File: src/rtl/imm_gen_pipe.sv
`default_nettype none
// +------------------------------------------------------------------------+
// | imm_gen_pipe: registered RV immediate generator with output FIFO and   |
// | saturating illegal-opcode counter.                 Revision: 1.0       |
// +------------------------------------------------------------------------+
module imm_gen_pipe #(
  parameter int XLEN  = 64,
  parameter int DEPTH = 2,
  parameter int CNT_W = 16
) (
  input  logic             clk,
  input  logic             rst,
  input  logic             in_valid,
  output logic             in_ready,
  input  logic [31:0]      instruction,
  input  logic             flush,
  output logic             out_valid,
  input  logic             out_ready,
  output logic [XLEN-1:0]  imm,
  output logic [2:0]       fmt,
  output logic [CNT_W-1:0] ill_count,
  input  logic             clr_count
);

  localparam int                c_ptr_w   = $clog2(DEPTH);
  localparam int                c_occ_w   = c_ptr_w + 1;
  localparam logic [c_occ_w-1:0] c_depth  = c_occ_w'(DEPTH);
  localparam logic [c_occ_w-1:0] c_occ_one = c_occ_w'(1);
  localparam logic [c_ptr_w-1:0] c_ptr_one = c_ptr_w'(1);
  localparam logic [CNT_W-1:0]  c_cnt_max = '1;
  localparam logic [CNT_W-1:0]  c_cnt_one = CNT_W'(1);

  localparam logic [2:0] c_fmt_r   = 3'd0;
  localparam logic [2:0] c_fmt_i   = 3'd1;
  localparam logic [2:0] c_fmt_s   = 3'd2;
  localparam logic [2:0] c_fmt_b   = 3'd3;
  localparam logic [2:0] c_fmt_u   = 3'd4;
  localparam logic [2:0] c_fmt_j   = 3'd5;
  localparam logic [2:0] c_fmt_ill = 3'd7;

  logic [31:0]     w_imm32;
  logic [XLEN-1:0] w_imm;
  logic [2:0]      w_fmt;
  logic            w_sign;
  logic            w_full;
  logic            w_empty;
  logic            w_push;
  logic            w_pop;

  logic [XLEN-1:0]    r_imm_mem [DEPTH];
  logic [2:0]         r_fmt_mem [DEPTH];
  logic [c_ptr_w-1:0] r_wr_ptr;
  logic [c_ptr_w-1:0] r_rd_ptr;
  logic [c_occ_w-1:0] r_count;
  logic [XLEN-1:0]    r_imm_last;
  logic [2:0]         r_fmt_last;
  logic [CNT_W-1:0]   r_ill_count;

  assign w_sign = instruction[31];

  // Every RV immediate fits in 32 bits sign-extended; widen afterwards.
  always_comb begin
    w_imm32 = '0;
    w_fmt   = c_fmt_ill;
    case (instruction[6:0])
      7'b0010011, 7'b0000011, 7'b1100111, 7'b0011011: begin
        w_fmt   = c_fmt_i;
        w_imm32 = {{20{w_sign}}, instruction[31:20]};
      end
      7'b0100011: begin
        w_fmt   = c_fmt_s;
        w_imm32 = {{20{w_sign}}, instruction[31:25], instruction[11:7]};
      end
      7'b1100011: begin
        w_fmt   = c_fmt_b;
        w_imm32 = {{19{w_sign}}, instruction[31], instruction[7],
                   instruction[30:25], instruction[11:8], 1'b0};
      end
      7'b0110111, 7'b0010111: begin
        w_fmt   = c_fmt_u;
        w_imm32 = {instruction[31:12], 12'b0};
      end
      7'b1101111: begin
        w_fmt   = c_fmt_j;
        w_imm32 = {{11{w_sign}}, instruction[31], instruction[19:12],
                   instruction[20], instruction[30:21], 1'b0};
      end
      7'b0110011, 7'b0111011: begin
        w_fmt   = c_fmt_r;
        w_imm32 = '0;
      end
      default: begin
        w_fmt   = c_fmt_ill;
        w_imm32 = '0;
      end
    endcase
  end

  generate
    if (XLEN > 32) begin : g_sext
      assign w_imm = {{(XLEN-32){w_imm32[31]}}, w_imm32};
    end else begin : g_nosext
      assign w_imm = w_imm32;
    end
  endgenerate

  assign w_full    = (r_count == c_depth);
  assign w_empty   = (r_count == '0);
  assign in_ready  = !rst && !w_full;
  assign out_valid = !w_empty;
  assign w_push    = in_valid && in_ready && !flush;
  assign w_pop     = !w_empty && out_ready && !flush;

  // When empty the outputs show the most recently consumed entry.
  assign imm       = w_empty ? r_imm_last : r_imm_mem[r_rd_ptr];
  assign fmt       = w_empty ? r_fmt_last : r_fmt_mem[r_rd_ptr];
  assign ill_count = r_ill_count;

  always_ff @(posedge clk or posedge rst) begin
    if (rst) begin
      r_wr_ptr   <= '0;
      r_rd_ptr   <= '0;
      r_count    <= '0;
      r_imm_last <= '0;
      r_fmt_last <= '0;
      for (int i = 0; i < DEPTH; i++) begin
        r_imm_mem[i] <= '0;
        r_fmt_mem[i] <= '0;
      end
    end else if (flush) begin
      r_wr_ptr <= '0;
      r_rd_ptr <= '0;
      r_count  <= '0;
    end else begin
      if (w_push) begin
        r_imm_mem[r_wr_ptr] <= w_imm;
        r_fmt_mem[r_wr_ptr] <= w_fmt;
        r_wr_ptr            <= r_wr_ptr + c_ptr_one;
      end
      if (w_pop) begin
        r_imm_last <= r_imm_mem[r_rd_ptr];
        r_fmt_last <= r_fmt_mem[r_rd_ptr];
        r_rd_ptr   <= r_rd_ptr + c_ptr_one;
      end
      case ({w_push, w_pop})
        2'b10:   r_count <= r_count + c_occ_one;
        2'b01:   r_count <= r_count - c_occ_one;
        default: r_count <= r_count;
      endcase
    end
  end

  always_ff @(posedge clk or posedge rst) begin
    if (rst) begin
      r_ill_count <= '0;
    end else if (clr_count) begin
      r_ill_count <= '0;
    end else if (w_push && (w_fmt == c_fmt_ill) && (r_ill_count != c_cnt_max)) begin
      r_ill_count <= r_ill_count + c_cnt_one;
    end
  end

endmodule
`default_nettype wire
File: config.mk
export PLATFORM = sky130hd
export DESIGN_NAME = imm_gen_pipe
export DESIGN_NICKNAME = d
export VERILOG_FILES = /design/src/rtl/imm_gen_pipe.sv
export SDC_FILE = /design/constraint.sdc
export NUM_CORES = 1
export LEC_CHECK = 0
export BUFFER_PORTS_ARGS = -buffer_cell sky130_fd_sc_hd__buf_4
export CAP_MARGIN = 20
export CORE_UTILIZATION = 55
export DETAILED_ROUTE_END_ITERATION = 16
export GPL_TIMING_DRIVEN = 0
export HOLD_SLACK_MARGIN = 0.12
export PLACE_DENSITY = 0.76
export SYNTH_ARGS = -nofsm -noshare
export SYNTH_HDL_FRONTEND = slang
export SYNTH_SLANG_ARGS = --single-unit
File: constraint.sdc
create_clock -name clk -period 5.5 [get_ports clk]
set_input_delay 0.55 -clock clk [delete_from_list [all_inputs] [get_ports clk]]
set_output_delay 0.55 -clock clk [all_outputs]
set_load 0.02 [all_outputs]
After elaboration in Yosys (flattened, before gate mapping) --
Cells that the tools add are included. W data, S select, Z words.
Word-level totals: bits in registers 221, word-level logic and storage cells 83
Cells by class: add/sub/neg operators 5, $lt $le $gt $ge 3, equality and inequality tests 16, mux-type cells 24, bitwise gates (word level) 3, reductions and logical operators 22
Operators with widths (number):
- $mux W64 | 5
- $pmux W32 S5 | 1
- $bwmux W128 | 1
- $demux W64 S1 | 1
- $mux W16 | 2
- $eq A7 B6 Y1 const B | 4
- $eq A7 B5 Y1 const B | 3
- $eq A7 B7 Y1 const B | 3
- $pmux W3 S6 | 1
- $add A16 B1 Y16 const B | 1
- $ne A16 B16 Y1 const B | 1
- $mux W3 | 5
- $logic_and A1 B1 Y1 | 8
- $eq A7 B2 Y1 const B | 1
- $bwmux W6 | 1
- $reduce_bool A2 Y1 | 3
- $eq A2 B2 Y1 const B | 2
- $ge A2 B2 Y1 const B | 2
- $logic_not A1 Y1 | 4
- $mux W1 | 4
- $not A1 Y2 | 2
- $pmux W2 S2 | 1
- $reduce_and A2 Y1 | 2
- $reduce_or A2 Y1 | 2
- other kinds (12) | 13

Logic depth before layout (Yosys ltp) --
Gate-level depths: netlist of run 1.
word-level depth 9, gate-level depth with buffers 8

Worst setup path before layout of run 1 --
No wires, ideal clock.
path type reg-to-output, start point register r_rd_ptr, end point output imm[32], arrival time 3015 ps, required time 4950 ps, slack 1935 ps, stages on the path, launching flop included 6, path buffers 3, cell sequence dfrtp_1 > buf_2 > buf_1 > mux2i_1 > a21oi_1 > buf_4
Between the ends: word-level cells in the longest chain between the ends 5
Ends and longest elaborated chain:
- start: declaration | RTL line 53 | logic [c_ptr_w-1:0] r_rd_ptr;
- start signal: assignment | RTL line 143 | r_rd_ptr <= r_rd_ptr + c_ptr_one;
- $not A1 Y2 (implied by the code) | RTL line 115 | assign imm = w_empty ? r_imm_last : r_imm_mem[r_rd_ptr];
- $mux W64 (implied by the code) (3 in a row) | RTL line 115
- $mux W64 | RTL line 115
- end: declaration | RTL line 19 | output logic [XLEN-1:0] imm,
No other way between the ends. The select of a mux whose other input is x is not followed.

Worst setup path after layout of run 1 --
start point register r_rd_ptr, end point output imm[33]
The elaborated chain is that of the path after synthesis.

==> results of run 1 <==
## worst max-delay path, stage by stage, from the launching register on
cell,delay (ns)
dfrtp_1,0.32
buf_2,0.27
buf_1,0.65
mux2i_1,0.26
a21oi_2,0.31
buf_8,0.23
buf_4,0.13
buf_4,0.12
## per-layer routing
metal | GRT usage | wire length [microns] | vias up
met5 | 0 | 0 | -
met4 | 0.118 | 355 | 0
met3 | 0.0585 | 1460 | 32
met2 | 0.512 | 8450 | 284
met1 | 0.385 | 6740 | 2794
li1 | - | - | 2688
## logic make-up (layout without fill, tap and decap cells)
logic type | count (synthesis) | in the layout
adder cells (fa/ha/maj) | 1 | 1
flip-flops | 125 | 125
multiplexers | 38 | 38
AO/OA/AOI/OAI | 207 | 207
buffers and inverters | 85 | 238
XOR/XNOR | 2 | 2
AND/OR/NAND/NOR | 245 | 245
## worst max-delay path by stage
stage          slack (ns)  cells after the start            end       start
2_1_floorplan        1.62                      1   ill_count[0]         rst
3_3_place_gp         0.35                      2  r_imm_mem[82]         rst
4_1_cts              2.23                      8        imm[45]  r_count[1]
5_1_grt              2.05                      8        imm[45]  r_count[1]
6_report             2.23                      7        imm[33]    r_rd_ptr
3_5_place_dp         2.69                      7        imm[45]    r_rd_ptr
## metrics by stage
| stage | util | hold slack [ns] | instances | worst slack [ns] |
|---|---|---|---|---|
| after global routing | 0.723 | 0.165 | 996 | 2.05 |
| after CTS | 0.723 | 0.154 | 996 | 2.23 |
| final | 0.723 | 0.155 | 996 | 2.23 |
| after detailed placement | 0.672 | 0.469 | 964 | 2.69 |
| after global placement | 0.667 | 0.462 | 962 | 0.352 |
| after floorplan | - | 0.445 | 703 | 1.62 |
## layout by cell type, fill, tap and decap left out, types with 8 or more instances in the layout
| cell | synthesis | routed |
|---|---|---|
| clkbuf_16 | 0 | 17 |
| mux2i_1 | 36 | 36 |
| dfrtp_1 | 125 | 125 |
| o21ai_1 | 61 | 61 |
| nand3_1 | 10 | 10 |
| inv_1 | 9 | 8 |
| a22oi_1 | 12 | 12 |
| buf_4 | 33 | 152 |
| or4_1 | 8 | 8 |
| a21oi_1 | 106 | 105 |
| o31ai_1 | 8 | 8 |
| nor2_1 | 104 | 104 |
| nand2_1 | 84 | 84 |
| clkbuf_1 | 32 | 33 |
## registers in the layout, summed over array words and instances (netlist names)
register and flops:
ill_count 16, r_wr_ptr 1, r_fmt_mem 6, r_imm_last 32
r_imm_mem 64, r_fmt_last 3, r_rd_ptr 1, r_count 2
## power breakdown
part	switching [mW]	leakage, nW	internal, mW
clock network	0.425	0.270	0.648
logic	0.517	1.54	0.420
registers	0.0817	1.61	1.07
## final cells by class
class	count	area, sq um	area share
clock inverter	12	110	0.0139
inverter	9	38.8	0.00490
sequential	125	3130	0.395
multi-input combinational	493	2650	0.335
clock buffer	20	457	0.0577
buffer	76	417	0.0527
tap	140	175	0.0221
timing repair buffer	121	936	0.118
==> flow_summary.yaml, run 1 <==
yosys:
  synth_mux_area_frac: 0.0615
  syn_avg_cell_area_sq_um: 8.85
  synth_xor_area_frac: 0.00281
  syn_nets: 742
  ys_warn_count: 0
  yosys.area_share.simple: 0.175
  ys_ff_latch: 125
  synth-main-ff-cell: "dfrtp_1"
  synth-edff-count: 0
  synth_fa_ha_area_frac: 0.00201
  yosysMostFrequentCell: "dfrtp_1"
  synthArstFlopShare: 1.00
  synth_compound_gate_area_share: 0.184
  synth_top_cell_by_area: "dfrtp_1"
  synth_top_area_share: 0.503
  synthTopCellsByCount: "dfrtp_1, a21oi_1, nor2_1"
  synth_area_leaders: "dfrtp_1, a21oi_1, nor2_1"
  synth-seq-area-share: 0.503
  synth_top_family_by_area: "compound AO/OA/AOI/OAI gates"
  ys_types: 43
  synth_area_sq_um: 6220
  syn_inst: 703
route:
  dr.pass1.iters: 8
  antenna_left: 0
  drc: 0
  routedWlPerCell_microns: 17.1
  via_per_inst: 5.82
  vias: 5798
  wl_mm: 17.0
  drtIter0Drc: 404
place:
  port_buffers: 119
  dpl_cell_area_sq_um: 7340
  dp_hpwl_mm: 11.9
  gp_congestion: 0.876
cts:
  htreeDepth: 4
  cts_tree: "yes"
  root_buffer: "clkbuf_16"
  cts_num_sinks: 125
  cts_setup_buffers: 0
  cts_resized: 0
  cts.clk_slew.worst_paths_ns: 0.06
  numCtsBuffers: 17
  clock_path_buffers: 2
  hold_buffers: 0
  clk_latency_ns: 0.42
sta:
  slew_headroom: 0.439
  finalSetupTns_ns: 0
  setup_viol: 0
  clock.fmax_ghz: 0.306
  period_needed_ns: 3.27
  hold_viol: 0
  grt_setup_unrepaired: "no"
  worstMarginPinSlew_ns: 0.842
  skew_ns: 0.0142
  post-route-period-util: 0.594
  maxSlewViolCount: 0
global_routing:
  grt_pass1_wl_mm: 26.9
  antenna_found_initial: 0
  grt_pass1_vias: 5422
  grt_max_degree: 87
  grt_use_total: 0.303
  grt_overflow: 0
die:
  dieHeight_microns: 108
  core-area_sq_um: 10900
  die_w_microns: 108
  boundaryPins: 123
  rows: 38
  start_util: 0.569
  die_area_sq_um: 11700
setup_path:
  path_max_fanout: 30
  cp.arrival_ns: 2.72
  r2r_slack_ns: 2.90
  rr_endpoint: "r_imm_last[10]"
  reg2reg_from: "r_count[1]"
  startpoint_type: "register"
  end_kind: "output port"
  cp.required_ns: 4.95
  reg2reg_depth: 7
  worstSetupPathType: "register to output port"
finish:
  final_area_sq_um: 7910
  area_growth_pct: 27.1
  fillers: 842
  drive_gt1_frac: 0.231
  nets: 882
  diodes: 0
run:
  max_cap_violations: 0
power_and_ir_drop:
  irDropWorstVdd_mv: 0.250
  power_leakage_nw: 3.42
  power.density_nw_per_um2: 399
  p_total_mw: 3.16
status:
  status: "completed"
worst_hold_path:
  hp-class: "primary input to async pin"
Power figures use the tool's default switching activity.
==> run 2, diff against run 1 <==
--- a/config.mk
+++ b/config.mk
@@ -5,13 +5,14 @@
 export SDC_FILE = /design/constraint.sdc
 export NUM_CORES = 1
 export LEC_CHECK = 0
+export ABC_AREA = 1
 export BUFFER_PORTS_ARGS = -buffer_cell sky130_fd_sc_hd__buf_4
 export CAP_MARGIN = 20
-export CORE_UTILIZATION = 55
+export CORE_UTILIZATION = 51
 export DETAILED_ROUTE_END_ITERATION = 16
 export GPL_TIMING_DRIVEN = 0
 export HOLD_SLACK_MARGIN = 0.12
-export PLACE_DENSITY = 0.76
+export PLACE_DENSITY = 0.73
 export SYNTH_ARGS = -nofsm -noshare
 export SYNTH_HDL_FRONTEND = slang
 export SYNTH_SLANG_ARGS = --single-unit
==> constraint.sdc (replaced) <==
create_clock -name clk -period 2.63 [get_ports clk]
set_input_delay 0.263 -clock clk [delete_from_list [all_inputs] [get_ports clk]]
set_output_delay 0.263 -clock clk [all_outputs]
set_load 0.02 [all_outputs]
==> run 2 against run 1 <==
Effect of this change:
- die area rose by 16%
- flip-flop and latch count did not move
- highest routed layer unchanged
- synthesized area rose by 8.3%
- final area rose by 9.8%
- utilization fell by 4.3 points
- global-route usage fell by 1.6 points
- power rose by 110%
- critical endpoint is now imm[37]
==> flow_summary.yaml, run 2 <==
status:
  status: "completed"
setup_path:
  worstSetupPathType: "register to output port"
  startpoint_type: "register"
  crit_chain: "inv_1 -> nand2_1 -> clkbuf_2 -> nand2_1 -> o21ai_4 -> buf_12 -> buf_4 -> buf_4"
  path_buf_inv: 5
  reg2reg_from: "r_count[0]"
  critPathLaunch: "r_count[0]"
  cp_top_family: "buffers and inverters"
  max_stage_delay_ns: 0.38
  path_max_fanout: 17
  cp.required_ns: 2.37
  cp_slowest_cell: "dfrtp_1"
  cp.arrival_ns: 2.26
  end_kind: "output port"
global_routing:
  use_met2: 0.464
  top_usage_layer: "met2"
  grt_use_met3: 0.0577
  grtUsageMet1: 0.392
  grt_overflow: 0
  grt_use_total: 0.287
  antenna_found_initial: 0
  grt_pass1_vias: 6030
  grt_max_degree: 38
  grt_pass1_wl_mm: 29.7
yosys:
  ys_types: 34
  syn_inst: 918
  synth-main-ff-cell: "dfrtp_1"
  synth_top_cell_by_area: "dfrtp_1"
  yosysMostFrequentCell: "nand2_1"
  synth_area_sq_um: 6740
  ys_ff_latch: 125
  synth_top_area_share: 0.464
  syn_nets: 957
  syn_avg_cell_area_sq_um: 7.35
  synthTopCellsByCount: "nand2_1, dfrtp_1, o21ai_0"
  ys_warn_count: 0
  synthArstFlopShare: 1.00
  synth-seq-area-share: 0.464
  synth-edff-count: 0
  synth_area_leaders: "dfrtp_1, nand2_1, o21ai_0"
finish:
  max_flop_register: "r_imm_mem"
  multi_input_area_sq_um: 2930
  fillers: 1111
  layout_common_cells: "nand2_1, buf_4, dfrtp_1"
  diodes: 0
  drive_gt1_frac: 0.227
  fin_cells: 1251
  nets: 1105
  final_common_cell: "nand2_1"
  largest_register_ffs: 64
  final-seq-area_sq_um: 3130
  area_growth_pct: 28.9
cts:
  cts_tree: "yes"
  root_buffer: "clkbuf_16"
  htreeDepth: 4
  numCtsBuffers: 17
  clk_latency_ns: 0.42
  cts.clk_slew.worst_paths_ns: 0.05
  clock_path_buffers: 2
  cts_num_sinks: 125
power_and_ir_drop:
  internal_power_mw: 4.65
  power_leakage_nw: 4.53
  p_comb_frac: 0.284
  p_sw_mw: 2.11
  clkPwrFrac: 0.385
  power.density_nw_per_um2: 778
  irDropWorstVdd_mv: 0.316
  netSwitchingFraction: 0.312
  power_frac_seq: 0.331
sta:
  grt_setup_unrepaired: "no"
  skew_ns: 0.00683
  worstMarginPinSlew_ns: 0.782
  whs_ns: 0.145
  maxSlewViolCount: 0
  period_needed_ns: 2.53
  clock.fmax_ghz: 0.396
  post-route-period-util: 0.960
  setup_viol: 0
  hold_viol: 0
  slew_headroom: 0.478
route:
  drtIter0Drc: 522
  drc: 0
  vias: 6472
  via_per_inst: 5.17
  routedWlPerCell_microns: 14.6
  dr.pass1.iters: 5
  antenna_left: 0
  wl_mm: 18.2
place:
  port_buffers: 121
  dp_hpwl_mm: 13.0
  gp_congestion: 0.843
  dp.cells: 1214
worst_hold_path:
  hp-class: "primary input to register"
  min_from: "instruction[16]"
die:
  core-area_sq_um: 12800
  die_area_sq_um: 13700
  dieHeight_microns: 117
  start_util: 0.528
  boundaryPins: 123
  rows: 41
  die_w_microns: 117
run:
  max_cap_violations: 0
[run 2: changes by cell type after synthesis, sizes merged, moves of 36 or more]
cell   change
mux2i     -36
inv       +62
o21ai     +45
nor2      -45
nand2    +310
a21oi     -96
[run 2: what timing repair did]
item                                    in CTS  in global routing
gates resized for setup                      3                  6
cloned                                       1                  0
pin swaps                                    1                  2
endpoints found under the setup margin      33                 52
buffers inserted                             0                  2
hold buffers                                 2                  0
endpoints found under the hold margin       36                  0
[run 2: power by group through the flow]
stage | sequential [mW] | combinational [mW] | clock, mW
after global routing | 2.26 | 2.11 | 2.70
after floorplan | 2.25 | 1.16 | 0
after detailed placement | 2.27 | 1.85 | 0
after global placement | 2.26 | 1.83 | 0
final | 2.24 | 1.92 | 2.60
after CTS | 2.24 | 1.88 | 2.61
[run 2: area by class of cell]
cell class | instances | area share
Inverter | 73 | 0.0323
Buffer | 73 | 0.0504
Clock buffer | 28 | 0.0629
Sequential cell | 125 | 0.360
Timing Repair Buffer | 128 | 0.118
Clock inverter | 4 | 0.0138
Tap cell | 172 | 0.0248
Multi-Input combinational cell | 648 | 0.338
[run 2: cell families (layout without fill, tap and decap cells)]
family / Yosys count / after routing / share of synthesized area
AOI/OAI and AO/OA: 136 / 137 / 0.108
xor gates and xnor gates: 7 / 7 / 0.00909
adders and majority gates: 1 / 1 / 0.00186
buffers and inverters: 146 / 306 / 0.105
DFF: 125 / 125 / 0.464
and+or+nand+nor: 503 / 503 / 0.312
[run 2: metrics by stage]
step | worst slack (ns) | cell area, sq um | TNS [ns] | power, mW | utilization
after floorplan | 0.324 | 6750 | 0 | 3.41 | -
after global placement | -0.00122 | 7870 | -0.0125 | 4.09 | 0.616
after detailed placement | 0.0153 | 7930 | 0 | 4.12 | 0.621
after CTS | 0.00915 | 8650 | 0 | 6.72 | 0.677
after global routing | 0.0271 | 8690 | 0 | 7.08 | 0.680
final | 0.104 | 8690 | 0 | 6.76 | 0.680
[run 2: per-layer routing]
| metal | part of all wire | vias up |
|---|---|---|
| met5 | 0 | - |
| met4 | 0.015 | 0 |
| met3 | 0.060 | 27 |
| met2 | 0.48 | 218 |
| met1 | 0.45 | 3072 |
| li1 | - | 3155 |
[run 2: final timing paths]
check	endpoint	slack [ns]	cells past startpoint
setup reg to reg	r_imm_last[21]	0.65	6
hold / removal	r_imm_mem[16]	0.15	3
setup / recovery	imm[37]	0.10	8
max in group asynchronous	r_imm_last[62]	1.01	6
hold reg to reg	r_imm_mem[87]	0.48	2
min in group asynchronous	r_count[0]	0.56	3
[run 2: worst min-delay path: cells and delay by family]
family | cells | cell delay (ns)
AO/OA/AOI/OAI | 2 | 0.17
buffers and inverters | 1 | 0.08
==> run 3, diff against run 2 <==
--- a/config.mk
+++ b/config.mk
@@ -8,11 +8,11 @@
 export ABC_AREA = 1
 export BUFFER_PORTS_ARGS = -buffer_cell sky130_fd_sc_hd__buf_4
 export CAP_MARGIN = 20
-export CORE_UTILIZATION = 51
+export CORE_UTILIZATION = 45
 export DETAILED_ROUTE_END_ITERATION = 16
 export GPL_TIMING_DRIVEN = 0
 export HOLD_SLACK_MARGIN = 0.12
-export PLACE_DENSITY = 0.73
+export PLACE_DENSITY = 0.65
 export SYNTH_ARGS = -nofsm -noshare
 export SYNTH_HDL_FRONTEND = slang
 export SYNTH_SLANG_ARGS = --single-unit
==> run 3 against run 2 <==
Effect of this change:
- power is 2.9% lower
- flip-flop and latch count stayed put
- die area is 13% higher
- worst hold slack worse by 0.015 ns
- combinational power hardly changed
- final area is 0.58% lower
- clock skew is 0.0014 ns lower
- largest power group unchanged
==> flow_summary.yaml, run 3 (synthesis gave the netlist of run 2 again) <==
setup_path:
  path_max_fanout: 17
  rr_endpoint: "r_imm_last[27]"
  cp.arrival_ns: 2.22
  reg2reg_depth: 6
  reg2reg_from: "r_count[0]"
  crit_chain: "clkbuf_1 -> nand2_1 -> o21ai_1 -> nand2_1 -> o21ai_4 -> buf_12 -> buf_4 -> buf_4"
  cp_slowest_cell: "clkbuf_1"
  worstSetupPathType: "register to output port"
  r2r_slack_ns: 0.66
  cp_top_family: "buffers and inverters"
  end_kind: "output port"
  max_stage_delay_ns: 0.38
  cp.required_ns: 2.37
  path_buf_inv: 4
  startpoint_type: "register"
worst_hold_path:
  min_delay_worst_endpoint: "r_imm_mem[13]"
  min_from: "instruction[13]"
  worstHoldPathCells: 3
  hp-class: "primary input to register"
global_routing:
  grt_use_total: 0.243
  grt_max_degree: 42
  grt_pass1_wl_mm: 29.7
  grt_overflow: 0
  antenna_found_initial: 0
  grt_pass1_vias: 5724
route:
  wl_mm: 18.1
  vias: 6264
  drtIter0Drc: 510
  drc: 0
  via_per_inst: 4.96
  dr.pass1.iters: 5
  antenna_left: 0
  routedWlPerCell_microns: 14.4
die:
  core-area_sq_um: 14600
  die_area_sq_um: 15500
  rows: 44
  die_w_microns: 124
  boundaryPins: 123
  dieHeight_microns: 124
  start_util: 0.462
finish:
  layout_common_cells: "nand2_1, buf_4, dfrtp_1"
  final_common_cell: "nand2_1"
  nets: 1105
  max_flop_register: "r_imm_mem"
  area_growth_pct: 28.1
  diodes: 0
  fin_cells: 1262
  drive_gt1_frac: 0.226
  final_area_sq_um: 8640
  largest_register_ffs: 64
run:
  max_cap_violations: 0
cts:
  cts_tree: "yes"
  clk_latency_ns: 0.42
  htreeDepth: 4
  root_buffer: "clkbuf_16"
  clock_path_buffers: 2
  cts.clk_slew.worst_paths_ns: 0.06
  cts_num_sinks: 125
  numCtsBuffers: 17
power_and_ir_drop:
  p_total_mw: 6.56
  power.density_nw_per_um2: 760
  power_leakage_nw: 4.50
  irDropWorstVdd_mv: 0.483
sta:
  grt_setup_unrepaired: "no"
  period_needed_ns: 2.49
  setup_viol: 0
  skew_ns: 0.00547
  clock.fmax_ghz: 0.402
  slew_headroom: 0.570
  hold_viol: 0
  post-route-period-util: 0.945
  maxSlewViolCount: 0
  worstMarginPinSlew_ns: 0.644
place:
  dp_hpwl_mm: 13.1
  dpl_cell_area_sq_um: 7950
  dp.cells: 1226
  port_buffers: 121
  gp_congestion: 0.839
status:
  status: "completed"
[run 3: cell type report]
type,count,area [sq um]
buffer,73,438
clock buffer,24,492
clock inverter,7,110
fill,1391,5950
inverter,73,280
multi-input combinational,648,2930
sequential,125,3130
tap,184,230
timing repair buffer,128,1030
[run 3: repair_timing]
| action | in CTS | in global routing |
|---|---|---|
| buffers inserted | 1 | 1 |
| setup endpoints to repair | 33 | 51 |
| endpoints found under the hold margin | 21 | 0 |
| hold buffers | 2 | 0 |
| resized for setup | 2 | 7 |
| pin swaps | 1 | 1 |
| gates cloned | 1 | 0 |
[run 3: where the power goes]
part | leakage [nW] | internal (mW) | switching (mW)
combinational | 2.49 | 0.723 | 1.20
clock | 0.300 | 1.58 | 0.830
sequential | 1.71 | 2.14 | 0.0965
[run 3: worst max-delay path by stage]
stage / start / depth (start not counted) / to / slack [ns]
after floorplan: r_count[0] / 5 / imm[32] / 0.32
after global placement: rst / 2 / r_imm_last[23] / -0.07
after detailed placement: r_count[0] / 6 / imm[44] / -0.04
after CTS: r_count[0] / 6 / imm[34] / 0.008
after global routing: r_rd_ptr / 8 / imm[50] / 0.02
final: r_rd_ptr / 8 / imm[47] / 0.14
[run 3: metrics by stage]
step,setup TNS [ns],utilization,hold slack [ns],worst slack (ns)
floorplan,0,-,0.404,0.324
finish,0,0.592,0.130,0.144
CTS,0,0.590,0.130,0.00759
global placement,-8.42,0.541,0.463,-0.0736
detailed placement,-1.08,0.545,0.367,-0.0412
global route,0,0.592,0.160,0.0213
[run 3: metal layers]
layer | wire [microns] | global-route usage
met1 | 8500 | 0.341
met2 | 8200 | 0.373
met3 | 1130 | 0.0546
met4 | 295 | 0.0744
met5 | 0 | 0
[run 3: worst reg2reg max path, cell delays in order (launching register included)]
cell,delay [ns]
dfrtp_1,0.36
inv_1,0.08
nand2_1,0.30
nand2_1,0.19
nor2_2,0.31
clkbuf_1,0.43
o21ai_0,0.16
